[config.mk]
export PLATFORM = sky130hd
export DESIGN_NAME = mem_access_ctrl
export DESIGN_NICKNAME = d
export VERILOG_FILES = /design/src/rtl/mem_access_ctrl.sv
export SDC_FILE = /design/constraint.sdc
export NUM_CORES = 1
export LEC_CHECK = 0
export CAP_MARGIN = 10
export CORE_MARGIN = 4
export CORE_UTILIZATION = 35
export CTS_CLUSTER_SIZE = 8
export DETAILED_ROUTE_END_ITERATION = 12
export PLACE_DENSITY = 0.8
export SETUP_SLACK_MARGIN = 0.02
export SLEW_MARGIN = 30
export SYNTH_ARGS = -nofsm -noshare
export SYNTH_HDL_FRONTEND = slang
export SYNTH_SLANG_ARGS = --single-unit
export TNS_END_PERCENT = 30
[constraint.sdc]
create_clock -name clk -period 12.25 [get_ports clk]
set_input_delay 2.45 -clock clk [delete_from_list [all_inputs] [get_ports clk]]
set_output_delay 2.45 -clock clk [all_outputs]
set_load 0.02 [all_outputs]
[src/rtl/mem_access_ctrl.sv]
// MEM-stage load/store controller: accepts one aligned access at a time, runs a
// request/data handshake on the bus, and returns extended load data.
module mem_access_ctrl (
  input  logic        clk,
  input  logic        rst,
  input  logic        req_valid,
  input  logic        req_we,
  input  logic [1:0]  req_size,
  input  logic        req_sign,
  input  logic [31:0] req_addr,
  input  logic [31:0] req_wdata,
  output logic        stallreq,
  output logic        resp_valid,
  output logic [31:0] resp_rdata,
  output logic        misalign,
  output logic        bus_req,
  output logic        bus_wr,
  output logic [1:0]  bus_size,
  output logic [31:0] bus_addr,
  output logic [3:0]  bus_wstrb,
  output logic [31:0] bus_wdata,
  input  logic        bus_addr_ok,
  input  logic        bus_data_ok,
  input  logic [31:0] bus_rdata
);

  localparam logic [1:0] ST_IDLE = 2'd0;
  localparam logic [1:0] ST_REQ  = 2'd1;
  localparam logic [1:0] ST_WAIT = 2'd2;
  localparam logic [1:0] ST_DONE = 2'd3;

  logic [1:0]  state_q, state_d;
  logic        we_q, we_d;
  logic [1:0]  size_q, size_d;
  logic        sign_q, sign_d;
  logic [31:0] addr_q, addr_d;
  logic [31:0] wdata_q, wdata_d;
  logic [31:0] rdata_q, rdata_d;

  logic        in_idle, in_req, in_wait, in_done;
  logic        req_misaligned;
  logic [31:0] load_ext;

  // Size 3 is reserved and behaves as a word everywhere.
  function automatic logic is_misaligned(input logic [1:0] size, input logic [1:0] lo);
    case (size)
      2'd0:    return 1'b0;
      2'd1:    return lo[0];
      default: return (lo != 2'b00);
    endcase
  endfunction

  function automatic logic [3:0] byte_strobe(input logic [1:0] size, input logic [1:0] lo);
    case (size)
      2'd0:    return 4'b0001 << lo;
      2'd1:    return 4'b0011 << lo;
      default: return 4'b1111;
    endcase
  endfunction

  function automatic logic [31:0] replicate_wdata(input logic [1:0] size, input logic [31:0] wd);
    case (size)
      2'd0:    return {4{wd[7:0]}};
      2'd1:    return {2{wd[15:0]}};
      default: return wd;
    endcase
  endfunction

  function automatic logic [31:0] extend_load(input logic [1:0] size, input logic sign,
                                              input logic [1:0] lo, input logic [31:0] rdata);
    logic signed [7:0]  b;
    logic signed [15:0] h;
    logic signed [31:0] sx;
    b = rdata[{lo, 3'b000} +: 8];
    h = rdata[{lo[1], 4'b0000} +: 16];
    case (size)
      2'd0: begin
        sx = b;
        return sign ? sx : {24'd0, b};
      end
      2'd1: begin
        sx = h;
        return sign ? sx : {16'd0, h};
      end
      default: return rdata;
    endcase
  endfunction

  assign in_idle        = (state_q == ST_IDLE);
  assign in_req         = (state_q == ST_REQ);
  assign in_wait        = (state_q == ST_WAIT);
  assign in_done        = (state_q == ST_DONE);
  assign req_misaligned = is_misaligned(req_size, req_addr[1:0]);
  assign load_ext       = extend_load(size_q, sign_q, addr_q[1:0], bus_rdata);

  always_comb begin
    state_d = state_q;
    we_d    = we_q;
    size_d  = size_q;
    sign_d  = sign_q;
    addr_d  = addr_q;
    wdata_d = wdata_q;
    rdata_d = rdata_q;
    case (state_q)
      ST_IDLE: begin
        if (req_valid && !req_misaligned) begin
          we_d    = req_we;
          size_d  = req_size;
          sign_d  = req_sign;
          addr_d  = req_addr;
          wdata_d = req_wdata;
          state_d = ST_REQ;
        end
      end
      ST_REQ: begin
        // data_ok only counts once the address phase has been accepted.
        if (bus_addr_ok) begin
          if (bus_data_ok) begin
            state_d = ST_DONE;
            if (!we_q) rdata_d = load_ext;
          end else begin
            state_d = ST_WAIT;
          end
        end
      end
      ST_WAIT: begin
        if (bus_data_ok) begin
          state_d = ST_DONE;
          if (!we_q) rdata_d = load_ext;
        end
      end
      default: state_d = ST_IDLE;
    endcase
  end

  always_ff @(posedge clk) begin
    if (rst) begin
      state_q <= ST_IDLE;
      rdata_q <= 32'd0;
    end else begin
      state_q <= state_d;
      rdata_q <= rdata_d;
    end
  end

  // Latched request fields are only observed through REQ-gated outputs.
  always_ff @(posedge clk) begin
    we_q    <= we_d;
    size_q  <= size_d;
    sign_q  <= sign_d;
    addr_q  <= addr_d;
    wdata_q <= wdata_d;
  end

  assign stallreq   = ~rst & ((in_idle & req_valid & ~req_misaligned) | in_req | in_wait);
  assign misalign   = ~rst & in_idle & req_valid & req_misaligned;
  assign resp_valid = ~rst & in_done;
  assign resp_rdata = rst ? 32'd0 : rdata_q;

  assign bus_req   = ~rst & in_req;
  assign bus_wr    = bus_req & we_q;
  assign bus_size  = bus_req ? size_q : 2'd0;
  assign bus_addr  = bus_req ? addr_q : 32'd0;
  assign bus_wstrb = (bus_req & we_q) ? byte_strobe(size_q, addr_q[1:0]) : 4'd0;
  assign bus_wdata = bus_req ? replicate_wdata(size_q, wdata_q) : 32'd0;

endmodule

==> flow_metrics.tcl <==
set metrics [dict create \
    async_reset_ff_share_pct 0 \
    ys.flop_type "edfxtp_1" \
    timing.setup.tns_ps 0 \
    critPathSlowestCell "clkdlybuf4s50_1" \
    cts_made_buffers 9 \
    dieHeight_microns 127.5 \
    boundaryPins 212 \
    grt_pass1_wl_microns 24210 \
    power.internal_uw 795.2 \
    power_frac_clock_pct 28.4 \
    htree_levels 3 \
    cts.clk_slew.worst_paths_ps 70 \
    slew_viol_final 0 \
    fin_ws_ps 4921 \
    clock_sinks 102 \
    syn_area_per_cell_sq_um 10.20 \
    cts_setup_buffers 0 \
    antenna_found_initial 0 \
    synth-edff-count 68 \
    slew_headroom_pct 41.12 \
    gp_congestion 0.8223 \
    ys_seq_area_share_pct 54.45 \
    max_freq_mhz 136.4 \
    routed_wl_microns 15370 \
    wl_per_cell_microns 17.69 \
    syn-num-nets 600 \
    outcome "finished clean" \
    cts_hold_buf 0 \
    io_buffers 211 \
    num-nets-final 795 \
    vias_per_cell 5.006 \
    fp.coreArea_sq_mm 0.01393 \
    leakage_nw 2.752 \
    powerDensity_mw_per_mm2 152.3 \
    synthesis.area_sq_mm 0.005000 \
    yosysUniqueCellTypes 45 \
    crit_path_cell_trace "buf_2, buf_4, inv_2, nand2_1, buf_4, inv_2, nand2_1, a21oi_1, clkdlybuf4s50_1" \
    post_dp_cell_area_sq_mm 0.007237 \
    critPathTopFamily "buffers and inverters" \
    final_area_sq_mm 0.007574 \
    die_x_microns 127.5 \
    worstSetupPathType "primary input to output port" \
    clkLatencyLatePin_ps 350 \
    synth-seq-cells 102 \
    layout_commonest_cell "clkdlybuf4s50_1" \
    grt_remaining_overflow 0 \
    cts_resized 0 \
    drive_above_1_share_pct 6.386 \
    vias 4350 \
    antenna_cells 0 \
    hp-class "flip-flop to flip-flop" \
    tightest_slew_ps 883.1 \
    grtUsageTotal_pct 18.96 \
    route.detailed.drc 0 \
    critPathCaptureType "output port" \
    dpl.hpwl_microns 11400 \
    pwr-share-comb_pct 32.0 \
    grt_pass1_vias 4610 \
    skew_ps 6.206 \
    row_count 43 \
    cp_data_required_time_ps 9800 \
    ant_nets 0 \
    final_cell_mix "210 x clkdlybuf4s50_1, 72 x nor2_1, 68 x edfxtp_1" \
    setup_viol 0 \
    slowest_delay_ps 640 \
    period_share_pct 59.83 \
    initial_core_util_pct 35.88 \
    rsz0062_at_grt "false" \
    yosysWarnings 0 \
    min_period_ps 7329 \
    synth_cells 490 \
    cts_tree "done" \
    seq_area_sq_mm 0.002723 \
    switching_share_pct 31.05 \
    worstPathMaxFanout 68 \
    hold_viol 0 \
    seqPwrFrac_pct 39.6 \
    syn2layout_area_growth_pct 51.48 \
    crit_buf_inv 6 \
    fillerInstances 1193 \
    cp.arrival_ps 4880 \
    cts_root_buffer "clkbuf_16" \
    start_kind "primary input" \
    dieArea_sq_mm 0.01626 \
    power_switching_uw 358.1 \
    cts_buffer_depth 2 \
    drtIter0Drc 286 \
    multi_input_area_sq_mm 0.002032 \
    grt_max_degree 69 \
    dp_worst_setup_slack_ps 4456 \
    irDropWorstVdd_mv 0.1040 \
    holdWs_ps 496.3 \
    first_pass_iters 4 \
    maxCapViolCount 0 \
]
layer usage:
metal	track usage (%)	up-vias	wire length, microns	share of wire [%]
met5	0	-	0	0
met4	6.814	0	337	2.2
met3	8.110	26	1507	9.8
met2	30.81	188	7380	48
met1	22.41	2051	6147	40
li1	-	2085	-	-
synth_stat cells, types with 10 or more instances:
cell	n	area share, %
a211oi_1	16	2.4
a211oi_2	10	2.5
a21oi_1	21	2.1
and2_1	41	5.1
buf_2	10	1.0
clkbuf_1	20	1.5
dfxtp_1	34	14
edfxtp_1	68	41
inv_1	25	1.9
mux2i_1	24	4.8
nand2_1	47	3.5
nor2_1	72	5.4
nor2b_1	35	4.4
area by class of cell:
cell class | instances | area share, %
tap | 180 | 2.974
timing repair buffer | 218 | 28.51
sequential | 102 | 35.95
inverter | 26 | 1.289
clock buffer | 10 | 3.023
multi-input combinational | 328 | 26.83
clock inverter | 5 | 1.421
sequential cells by signal, summed over array words and instances (netlist names):
signal   flops
state_q      2
sign_q       1
wdata_q     32
rdata_q     32
addr_q      32
we_q         1
size_q       2
power groups by stage:
stage	sequential, mW	clock (mW)	combinational (mW)
after floorplan	0.455	0	0.218
after global placement	0.461	0	0.360
after detailed placement	0.464	0	0.371
after CTS	0.456	0.334	0.373
after global routing	0.463	0.350	0.400
final	0.457	0.328	0.369
worst register-to-register path, stage by stage (launching register included):
cell	delay, ps
edfxtp_1	360
buf_4	520
nand2b_1	480
o22ai_1	110
a2111oi_0	520
mux2_2	240
cells by family after synthesis:
family                   Yosys count  synth area share, %
multiplexers                      27                5.706
AO/OA/AOI/OAI                     88                13.14
adder cells (fa/ha/maj)            5                1.251
AND/OR/NAND/NOR                  208                20.25
buffers and inverters             60                5.205
flip-flops                       102                54.45
worst paths after layout:
kind	startpoint	end	slack (ps)	cells after the start
max	rst	bus_wstrb[2]	4920	9
min	rdata_q[2]	rdata_q[2]	500	2
max reg2reg	size_q[1]	rdata_q[7]	9980	5
min reg2reg	rdata_q[2]	rdata_q[2]	500	2
per-stage QoR:
stage / cells / total power [mW] / utilization (%)
after global placement: 854 / 0.8207 / 51.88
after floorplan: 490 / 0.6730 / -
after global routing: 869 / 1.212 / 54.35
after CTS: 869 / 1.163 / 54.35
after detailed placement: 854 / 0.8341 / 51.93
final: 869 / 1.153 / 54.35
Power figures use the tool's default switching activity.
